--- src/rtl/mmio_pkg.sv ---
// ============================================================================
// Module : mmio_pkg
// Brief  : Shared constants, baud divisor helper and FSM state type for the
//          memory-mapped UART transmitter.
// Rev    : 1.0  initial release
// ============================================================================
`default_nettype none

package mmio_pkg;

    localparam logic [31:0] TX_ADDR    = 32'hFFFF_0000;
    localparam int          CLK_HZ     = 100_000_000;
    localparam int          BAUD       = 115200;
    localparam int          FIFO_DEPTH = 8;

    typedef enum logic [1:0] {
        IDLE  = 2'd0,
        START = 2'd1,
        DATA  = 2'd2,
        STOP  = 2'd3
    } uart_state_t;

    // Cycles per serial bit; integer truncation is intended.
    function automatic int calc_divisor(input int clk_hz, input int baud);
        return clk_hz / baud;
    endfunction

    localparam int DIVISOR = calc_divisor(CLK_HZ, BAUD);

endpackage

`default_nettype wire

--- src/rtl/sync_fifo.sv ---
// ============================================================================
// Module : sync_fifo
// Brief  : Single-clock FIFO with show-ahead read data; a push into a full
//          FIFO is accepted only when a pop happens in the same cycle.
// Rev    : 1.0  initial release
// ============================================================================
`default_nettype none

module sync_fifo #(
    parameter int WIDTH = 8,
    parameter int DEPTH = 8
) (
    input  logic             clk,
    input  logic             reset,
    input  logic             push,
    input  logic             pop,
    input  logic [WIDTH-1:0] din,
    output logic [WIDTH-1:0] dout,
    output logic             full,
    output logic             empty
);

    localparam int          AW         = $clog2(DEPTH);
    localparam int          CW         = AW + 1;
    localparam logic [CW-1:0] FULL_COUNT = CW'(DEPTH);

    logic [WIDTH-1:0] r_mem [DEPTH];
    logic [AW-1:0]    r_rd_ptr;
    logic [AW-1:0]    r_wr_ptr;
    logic [CW-1:0]    r_count;
    logic             w_do_push;
    logic             w_do_pop;

    assign full      = (r_count == FULL_COUNT);
    assign empty     = (r_count == '0);
    assign w_do_pop  = pop && !empty;
    assign w_do_push = push && (!full || w_do_pop);
    assign dout      = r_mem[r_rd_ptr];

    always_ff @(posedge clk) begin
        if (w_do_push) begin
            r_mem[r_wr_ptr] <= din;
        end
    end

    // Pointers are AW bits wide, so they wrap modulo DEPTH on their own.
    always_ff @(posedge clk) begin
        if (reset) begin
            r_rd_ptr <= '0;
            r_wr_ptr <= '0;
            r_count  <= '0;
        end else begin
            if (w_do_push) begin
                r_wr_ptr <= r_wr_ptr + AW'(1);
            end
            if (w_do_pop) begin
                r_rd_ptr <= r_rd_ptr + AW'(1);
            end
            case ({w_do_push, w_do_pop})
                2'b10:   r_count <= r_count + CW'(1);
                2'b01:   r_count <= r_count - CW'(1);
                default: r_count <= r_count;
            endcase
        end
    end

endmodule

`default_nettype wire

--- src/rtl/mmio_uart_tx.sv ---
// ============================================================================
// Module : mmio_uart_tx
// Brief  : Store-mapped UART transmitter: byte stores to TX_ADDR are queued in
//          a FIFO and serialised as 8N1 frames on a registered tx line.
// Rev    : 1.0  initial release
// ============================================================================
`default_nettype none

module mmio_uart_tx #(
    parameter logic [31:0] TX_ADDR    = mmio_pkg::TX_ADDR,
    parameter int          CLK_HZ     = mmio_pkg::CLK_HZ,
    parameter int          BAUD       = mmio_pkg::BAUD,
    parameter int          FIFO_DEPTH = mmio_pkg::FIFO_DEPTH
) (
    input  logic        clk,
    input  logic        reset,
    input  logic [31:0] value_from_alu,
    input  logic [31:0] data_to_write,
    input  logic        writting_to_mem,
    output logic        tx,
    output logic        fifo_full,
    output logic        tx_busy,
    output logic        overflow
);

    import mmio_pkg::*;

    localparam int BAUD_DIV = calc_divisor(CLK_HZ, BAUD);
    localparam int CNT_W    = (BAUD_DIV > 1) ? $clog2(BAUD_DIV) : 1;
    localparam logic [CNT_W-1:0] CNT_LAST = CNT_W'(BAUD_DIV - 1);

    uart_state_t      r_state;
    uart_state_t      w_next_state;
    logic             r_tx;
    logic [CNT_W-1:0] r_baud_cnt;
    logic [2:0]       r_bit_idx;
    logic [7:0]       r_shift;
    logic             r_overflow;

    logic             w_hit;
    logic             w_push;
    logic             w_pop;
    logic             w_bit_done;
    logic             w_tx_next;
    logic             w_shift_en;
    logic [7:0]       w_fifo_dout;
    logic             w_fifo_full;
    logic             w_fifo_empty;
    logic             w_unused_data;

    assign w_hit         = writting_to_mem && (value_from_alu == TX_ADDR);
    assign w_push        = w_hit && (!w_fifo_full || w_pop);
    assign w_bit_done    = (r_baud_cnt == CNT_LAST);
    assign w_unused_data = ^data_to_write[31:8];

    sync_fifo #(
        .WIDTH (8),
        .DEPTH (FIFO_DEPTH)
    ) u_fifo (
        .clk   (clk),
        .reset (reset),
        .push  (w_push),
        .pop   (w_pop),
        .din   (data_to_write[7:0]),
        .dout  (w_fifo_dout),
        .full  (w_fifo_full),
        .empty (w_fifo_empty)
    );

    always_ff @(posedge clk) begin
        if (reset) begin
            r_state <= IDLE;
        end else begin
            r_state <= w_next_state;
        end
    end

    always_comb begin
        w_next_state = r_state;
        case (r_state)
            IDLE:    if (!w_fifo_empty)                   w_next_state = START;
            START:   if (w_bit_done)                      w_next_state = DATA;
            DATA:    if (w_bit_done && r_bit_idx == 3'd7) w_next_state = STOP;
            STOP:    if (w_bit_done)                      w_next_state = IDLE;
            default:                                      w_next_state = IDLE;
        endcase
    end

    // w_tx_next is the line level for the cycle after this edge, so the
    // registered tx lines up exactly with the state it belongs to.
    always_comb begin
        w_pop      = 1'b0;
        w_shift_en = 1'b0;
        w_tx_next  = r_tx;
        case (r_state)
            IDLE: begin
                w_tx_next = 1'b1;
                if (!w_fifo_empty) begin
                    w_pop     = 1'b1;
                    w_tx_next = 1'b0;
                end
            end
            START: begin
                if (w_bit_done) begin
                    w_tx_next = r_shift[0];
                end
            end
            DATA: begin
                if (w_bit_done) begin
                    w_shift_en = 1'b1;
                    w_tx_next  = (r_bit_idx == 3'd7) ? 1'b1 : r_shift[1];
                end
            end
            STOP: begin
                if (w_bit_done) begin
                    w_tx_next = 1'b1;
                end
            end
            default: w_tx_next = 1'b1;
        endcase
    end

    always_ff @(posedge clk) begin
        if (reset) begin
            r_tx       <= 1'b1;
            r_baud_cnt <= '0;
            r_bit_idx  <= '0;
            r_shift    <= '0;
            r_overflow <= 1'b0;
        end else begin
            r_tx <= w_tx_next;

            if (r_state == IDLE || w_bit_done) begin
                r_baud_cnt <= '0;
            end else begin
                r_baud_cnt <= r_baud_cnt + CNT_W'(1);
            end

            if (w_pop) begin
                r_shift <= w_fifo_dout;
            end else if (w_shift_en) begin
                r_shift <= {1'b0, r_shift[7:1]};
            end

            if (w_pop) begin
                r_bit_idx <= '0;
            end else if (w_shift_en) begin
                r_bit_idx <= r_bit_idx + 3'd1;
            end

            if (w_hit && w_fifo_full && !w_pop) begin
                r_overflow <= 1'b1;
            end
        end
    end

    assign tx        = r_tx;
    assign fifo_full = w_fifo_full;
    assign tx_busy   = (r_state != IDLE) || !w_fifo_empty;
    assign overflow  = r_overflow;

endmodule

`default_nettype wire

--- config.mk ---
export PLATFORM = sky130hd
export DESIGN_NAME = mmio_uart_tx
export DESIGN_NICKNAME = d
export VERILOG_FILES = /design/src/rtl/mmio_pkg.sv /design/src/rtl/sync_fifo.sv /design/src/rtl/mmio_uart_tx.sv
export SDC_FILE = /design/constraint.sdc
export NUM_CORES = 1
export LEC_CHECK = 0
export BUFFER_PORTS_ARGS = -buffer_cell sky130_fd_sc_hd__buf_4
export CAP_MARGIN = 20
export CORE_MARGIN = 2
export CORE_UTILIZATION = 40
export DETAILED_ROUTE_END_ITERATION = 10
export GPL_ROUTABILITY_DRIVEN = 0
export PLACE_DENSITY_LB_ADDON = 0.08
export SLEW_MARGIN = 20
export SYNTH_ARGS = -nofsm -noshare
export SYNTH_HDL_FRONTEND = slang
export SYNTH_SLANG_ARGS = --single-unit
--- constraint.sdc ---
create_clock -name clk -period 8.5 [get_ports clk]
set_clock_uncertainty 0.15 [all_clocks]
set_input_delay 0.85 -clock clk [delete_from_list [all_inputs] [get_ports clk]]
set_output_delay 0.85 -clock clk [all_outputs]
set_load 0.02 [all_outputs]
Yosys cells after proc, flatten, opt, wreduce, memory -nomap -nowiden
Memories as Yosys holds them, arrays and structs flattened. A register that Yosys moved wholly into a read port is not among the register bits.
Cells that the tools add are included.
{ "classes": {"n_addsub": 6, "n_eq_ne": 14, "mux": 22, "n_reduce_logical": 23} }
{ "op_table": {"columns": ["op", "count"], "rows": [
  ["== test 32 bit (second input constant)", 1],
  ["2-to-1 mux 8 bit", 2],
  ["2-to-1 mux 1 bit", 11],
  ["adder 10 x 1 -> 10 bit (second input constant)", 1],
  ["== test 10 bit (second input constant)", 1],
  ["!= test 2 bit (second input constant)", 5],
  ["adder 3 x 1 -> 3 bit (second input constant)", 3],
  ["2-to-1 mux 2 bit", 4],
  ["one-hot mux 2 bit (4 select lines)", 1],
  ["one-hot mux 4 bit (2 select lines)", 1],
  ["logical AND 1 bit", 7],
  ["== test 2 bit (second input constant)", 3],
  ["2-to-1 mux 3 bit", 2],
  ["nonzero test 2 bit", 3],
  ["adder 4 x 1 -> 4 bit (second input constant)", 1],
  ["== test 2 x 1 -> 1 bit (second input constant)", 2],
  ["== test 4 bit (second input constant)", 1],
  ["zero test 4 bit", 1],
  ["logical OR 1 bit", 4],
  ["one-hot mux 1 bit (4 select lines)", 1],
  ["AND reduction 4 bit", 1],
  ["OR reduction 2 bit", 2],
  ["subtractor 4 x 1 -> 4 bit (second input constant)", 1],
  ["== test 3 bit (second input constant)", 1],
  ["other kinds (3)", 5]
]} }
{ "word_totals": {"register_bits": 35, "mem_bits_rw": 64, "in_bits": 67, "output_inout_bits": 4, "elab_cells": 75, "memories": 1} }
{ "memory_table": {"columns": ["memory", "words", "word_bits", "rd", "rd_clocked_by_memory_dff", "wr", "line", "source"], "rows": [
  ["u_fifo.r_mem", 8, 8, 1, 1, 1, "sync_fifo.sv:27", "logic [WIDTH-1:0] r_mem [DEPTH];"]
]} }

Depth between registers and ports, before layout
{ "depth": {"word_depth": 8, "depth_mapped": 12, "mapped_depth_nobuf": 11} }

Cells and area by module
From an unflattened synthesis, not the netlist that was laid out.
{ "hier_totals": {"cells_unflattened": 331, "hier_area_um2": 4633.2} }
{ "by_module_without_submodules": {"columns": ["mod", "instances", "cells_per_inst", "area_per_inst_um2", "seq_area_each_um2"], "rows": [
  ["sync_fifo", 1, 177, 3204.3, 2182.1],
  ["mmio_uart_tx", 1, 154, 1428.9, 500.5]
]} }

Least setup slack after synthesis
Ideal clock, no wire load.
{ "synth_timing": {"path_kind": "input-to-reg", "startpoint": "input port value_from_alu[7]", "endpoint": "register u_fifo.r_count[2]", "setup_time_ns": 0.071, "arrival_time_ns": 3.368, "required_ns": 8.279, "setup_slack_ns": 4.911, "stages": 11, "path_buffers": 1, "cell_sequence": "nand4b_1 or4_4 or4_4 buf_6 ha_1 xor2_1 ha_1 a21oi_1 xor2_1 or3_1 a21oi_1"} }
{ "synth_between": {"elab_chain_cells": 6, "elab_cells_between_ends": 8, "classes_between": "eq/ne (3); mux (1); reduce/logical (4)"} }
{ "synth_lines": {"columns": ["item", "line", "source"], "rows": [
  ["start, declared", "mmio_uart_tx.sv:17", "input logic [31:0] value_from_alu,"],
  ["== test 32 bit (*)", "mmio_uart_tx.sv:51", "assign w_hit = writting_to_mem && (value_from_alu == TX_ADDR);"],
  ["logical AND 1 bit (*)", "mmio_uart_tx.sv:51", null],
  ["logical AND 1 bit (*)", "mmio_uart_tx.sv:52", "assign w_push = w_hit && (!w_fifo_full || w_pop);"],
  ["logical AND 1 bit (*)", "sync_fifo.sv:37", "assign w_do_push = push && (!full || w_do_pop);"],
  ["== test 2 x 1 -> 1 bit or == test 2 bit (tied branches)", "sync_fifo.sv:59", "case ({w_do_push, w_do_pop})"],
  ["one-hot mux 4 bit (2 select lines) or nonzero test 2 bit (tied branches)", null, null],
  ["end signal, assigned", "sync_fifo.sv:60", "2'b10: r_count <= r_count + CW'(1);"],
  ["end signal, assigned", "sync_fifo.sv:61", "2'b01: r_count <= r_count - CW'(1);"],
  ["end signal, assigned", "sync_fifo.sv:62", "default: r_count <= r_count;"],
  ["end, declared", "sync_fifo.sv:30", "logic [CW-1:0] r_count;"]
]} }
Mark *: on every way between the ends. The rest lies on a longest branch, timed or not.
A chain may end at the register's enable or synchronous reset.

Final worst setup path
Same ends and word-level chain as after synthesis.

==> impl_metrics.ini <==
[detailed_routing]
drtAntennaViolNets = 0
first_pass_iters = 4
drc_errors = 0
post_drt_wl_per_cell_um = 16.2
drt-total-wl_mm = 8.25
vias = 2639
drt-initial-drc-count = 103
viasPerCell = 5.19

[clock_tree]
clk_pin_slew_worst_paths_ns = 0.10
clk_path_buf_depth = 2
cts-root-buf = clkbuf_8
clkLatencyLatePin_ns = 0.37
cts_resized = 0
hold_buffers = 0
cts_buffers = 9
cts_tree = yes
clock_sinks = 102
cts_setup_buffers = 0
htreeDepth = 3

[timing]
worstMarginPinSlew_ns = 0.961
rsz0062_at_grt = false
fin_crit_ns = 3.43
tns_ns = 0
slew_violations = 0
hold_viol = 0
holdWs_ns = 0.303
slew_headroom_pct = 35.6
worst_slack_ns = 5.07
setup_viol = 0
fmax_ghz = 0.291
fin_crit_sh_pct = 40.4

[pwr]
ir_drop_uv = 96.1
leakagePower_nw = 1.77
power.density_nw_per_um2 = 176

[die]
die_h_um = 109
core_region_area_um2 = 10700
rows = 38
initial_core_util_pct = 40.7
top_level_ports = 71
dieArea_um2 = 11800
dieWidth_um = 109

[layout]
fin_cells = 508
layout.nets = 443
drive_above_1_share_pct = 25.8
diodes = 0
syn_to_final_growth_pct = 16.2
num-fill-cells = 1004
final_util_pct = 47.3

[hold_path]
whs_path_depth = 2
hold_path_class = flip-flop to flip-flop

[global_route]
grt_pass1_vias = 2602
antenna_found_initial = 0
grt_pass1_wl_mm = 13.4
grt_overflow = 0
grt_max_degree = 32
track_usage_pct = 15.5

[synth]
synth_area_leaders = edfxtp_1, dfxtp_1, mux4_2
yosysMostFrequentCell = edfxtp_1
synth_area_um2 = 4380
yosys.area.top_type_share_pct = 43.9
synth_seq_area_share_pct = 61.3
yosys.area.top_type = edfxtp_1
synth_cell_types = 43
yosys_warnings = 0
ys_ff_latch = 102
avgSynthCellArea_um2 = 13.9
synth_edf_count = 64
synth_nets = 394
syn_inst = 314
synth_ff_type = edfxtp_1
async_flop_share_pct = 0
netlist_top_cells_count = edfxtp_1, dfxtp_1, nor2_1, a211oi_1, mux4_2

[flow_run]
max_cap_violations = 0

[critical_path]
crit_type = primary input to flip-flop
startpoint_type = primary input
end_kind = flip-flop
cp_data_required_time_ns = 8.66
cp.arrival_ns = 3.59
crit_fanout = 10
reg2reg_depth = 10

[placed_design]
dpl_worst_slack_ns = 4.68
dp.cells = 492
place_hpwl_mm = 5.39
port_buffers = 46

[outcome]
outcome = finished clean
-- cells in the final DEF (no fill, tap or decap), types with 2 or more instances in the layout --
cell | synthesis | final
a2111oi_0 | 2 | 2
nand4_1 | 6 | 6
nor4bb_1 | 4 | 4
and3_1 | 2 | 2
buf_4 | 0 | 52
nor2b_1 | 9 | 9
xor2_1 | 7 | 7
or4_4 | 2 | 2
xnor2_1 | 7 | 7
inv_8 | 0 | 2
inv_1 | 7 | 7
nor3_1 | 12 | 9
nor4b_1 | 2 | 2
or3_1 | 3 | 3
a211oi_1 | 16 | 16
mux4_2 | 16 | 16
nand2_1 | 11 | 11
nor4_1 | 6 | 4
nor4_2 | 0 | 2
edfxtp_1 | 64 | 64
dfxtp_1 | 38 | 38
ha_1 | 13 | 13
nor4b_2 | 2 | 2
nand3_1 | 6 | 6
mux2_1 | 2 | 2
mux2i_1 | 12 | 12
nand2b_1 | 5 | 5
a21oi_1 | 6 | 6
nor2_1 | 24 | 24
o21ai_0 | 4 | 4
nor3_2 | 0 | 3
clkbuf_8 | 0 | 9
-- cell families after synthesis --
family | share of synthesized area [%]
buffers and inverters | 2.14
adder cells (fa/ha/maj) | 3.72
XOR/XNOR | 2.80
multiplexers | 11.7
AO/OA/AOI/OAI | 5.17
flip-flops | 61.3
AND/OR/NAND/NOR | 13.1
-- stage by stage --
| step | cell area, µm² | power (mW) |
|---|---|---|
| after global placement | 4910 | 0.619 |
| after global routing | 5090 | 0.935 |
| after detailed placement | 4910 | 0.620 |
| after floorplan | 4380 | 0.586 |
| after CTS | 5090 | 0.905 |
| final | 5090 | 0.895 |
-- registers in the layout, indices dropped and copies added, names as in the netlist, named ones only --
name and cells:
r_baud_cnt 10, u_fifo.r_rd_ptr 3, u_fifo.r_count 4, u_fifo.r_mem 64, overflow 1, tx 1
r_state 2, u_fifo.r_wr_ptr 3, r_shift 8, r_bit_idx 3
-- layout make-up --
| class | count | area, µm² | area share (%) |
|---|---|---|---|
| inverter | 8 | 30.0 | 0.590 |
| timing repair buffer | 52 | 390 | 7.68 |
| tap | 140 | 175 | 3.44 |
| clock buffer | 9 | 124 | 2.44 |
| clock inverter | 7 | 56.3 | 1.11 |
| sequential | 102 | 2680 | 52.7 |
| multi-input combinational | 190 | 1630 | 32.0 |
-- critical path, stage by stage --
cell and delay [ns]:
buf_4 0.10, nand4b_1 0.19, or4_4 0.51, or4_4 0.63
ha_1 0.29, xor2_1 0.16, ha_1 0.18, a21oi_1 0.14
xor2_1 0.09, or3_1 0.31, a21oi_1 0.14
-- per-layer routing --
metal,part of all wire [%],GRT usage (%)
met5,0,0
met1,49,22.2
met3,5.6,4.64
met4,1.1,4.12
met2,45,22.9
-- path summary, 6_finish.rpt --
path | startpoint | end | slack [ns]
setup / recovery | value_from_alu[7] | u_fifo.r_count[2] | 5.07
hold / removal | overflow | overflow | 0.30
setup reg to reg | u_fifo.r_count[0] | u_fifo.r_count[2] | 5.23
hold reg to reg | overflow | overflow | 0.30
-- where the power goes --
| part | total (mW) | switching [mW] | internal [mW] |
|---|---|---|---|
| clock network | 0.288 | 0.177 | 0.111 |
| registers | 0.535 | 0.00447 | 0.530 |
| logic | 0.0725 | 0.0386 | 0.0339 |
(Power assumes the default switching activity.)
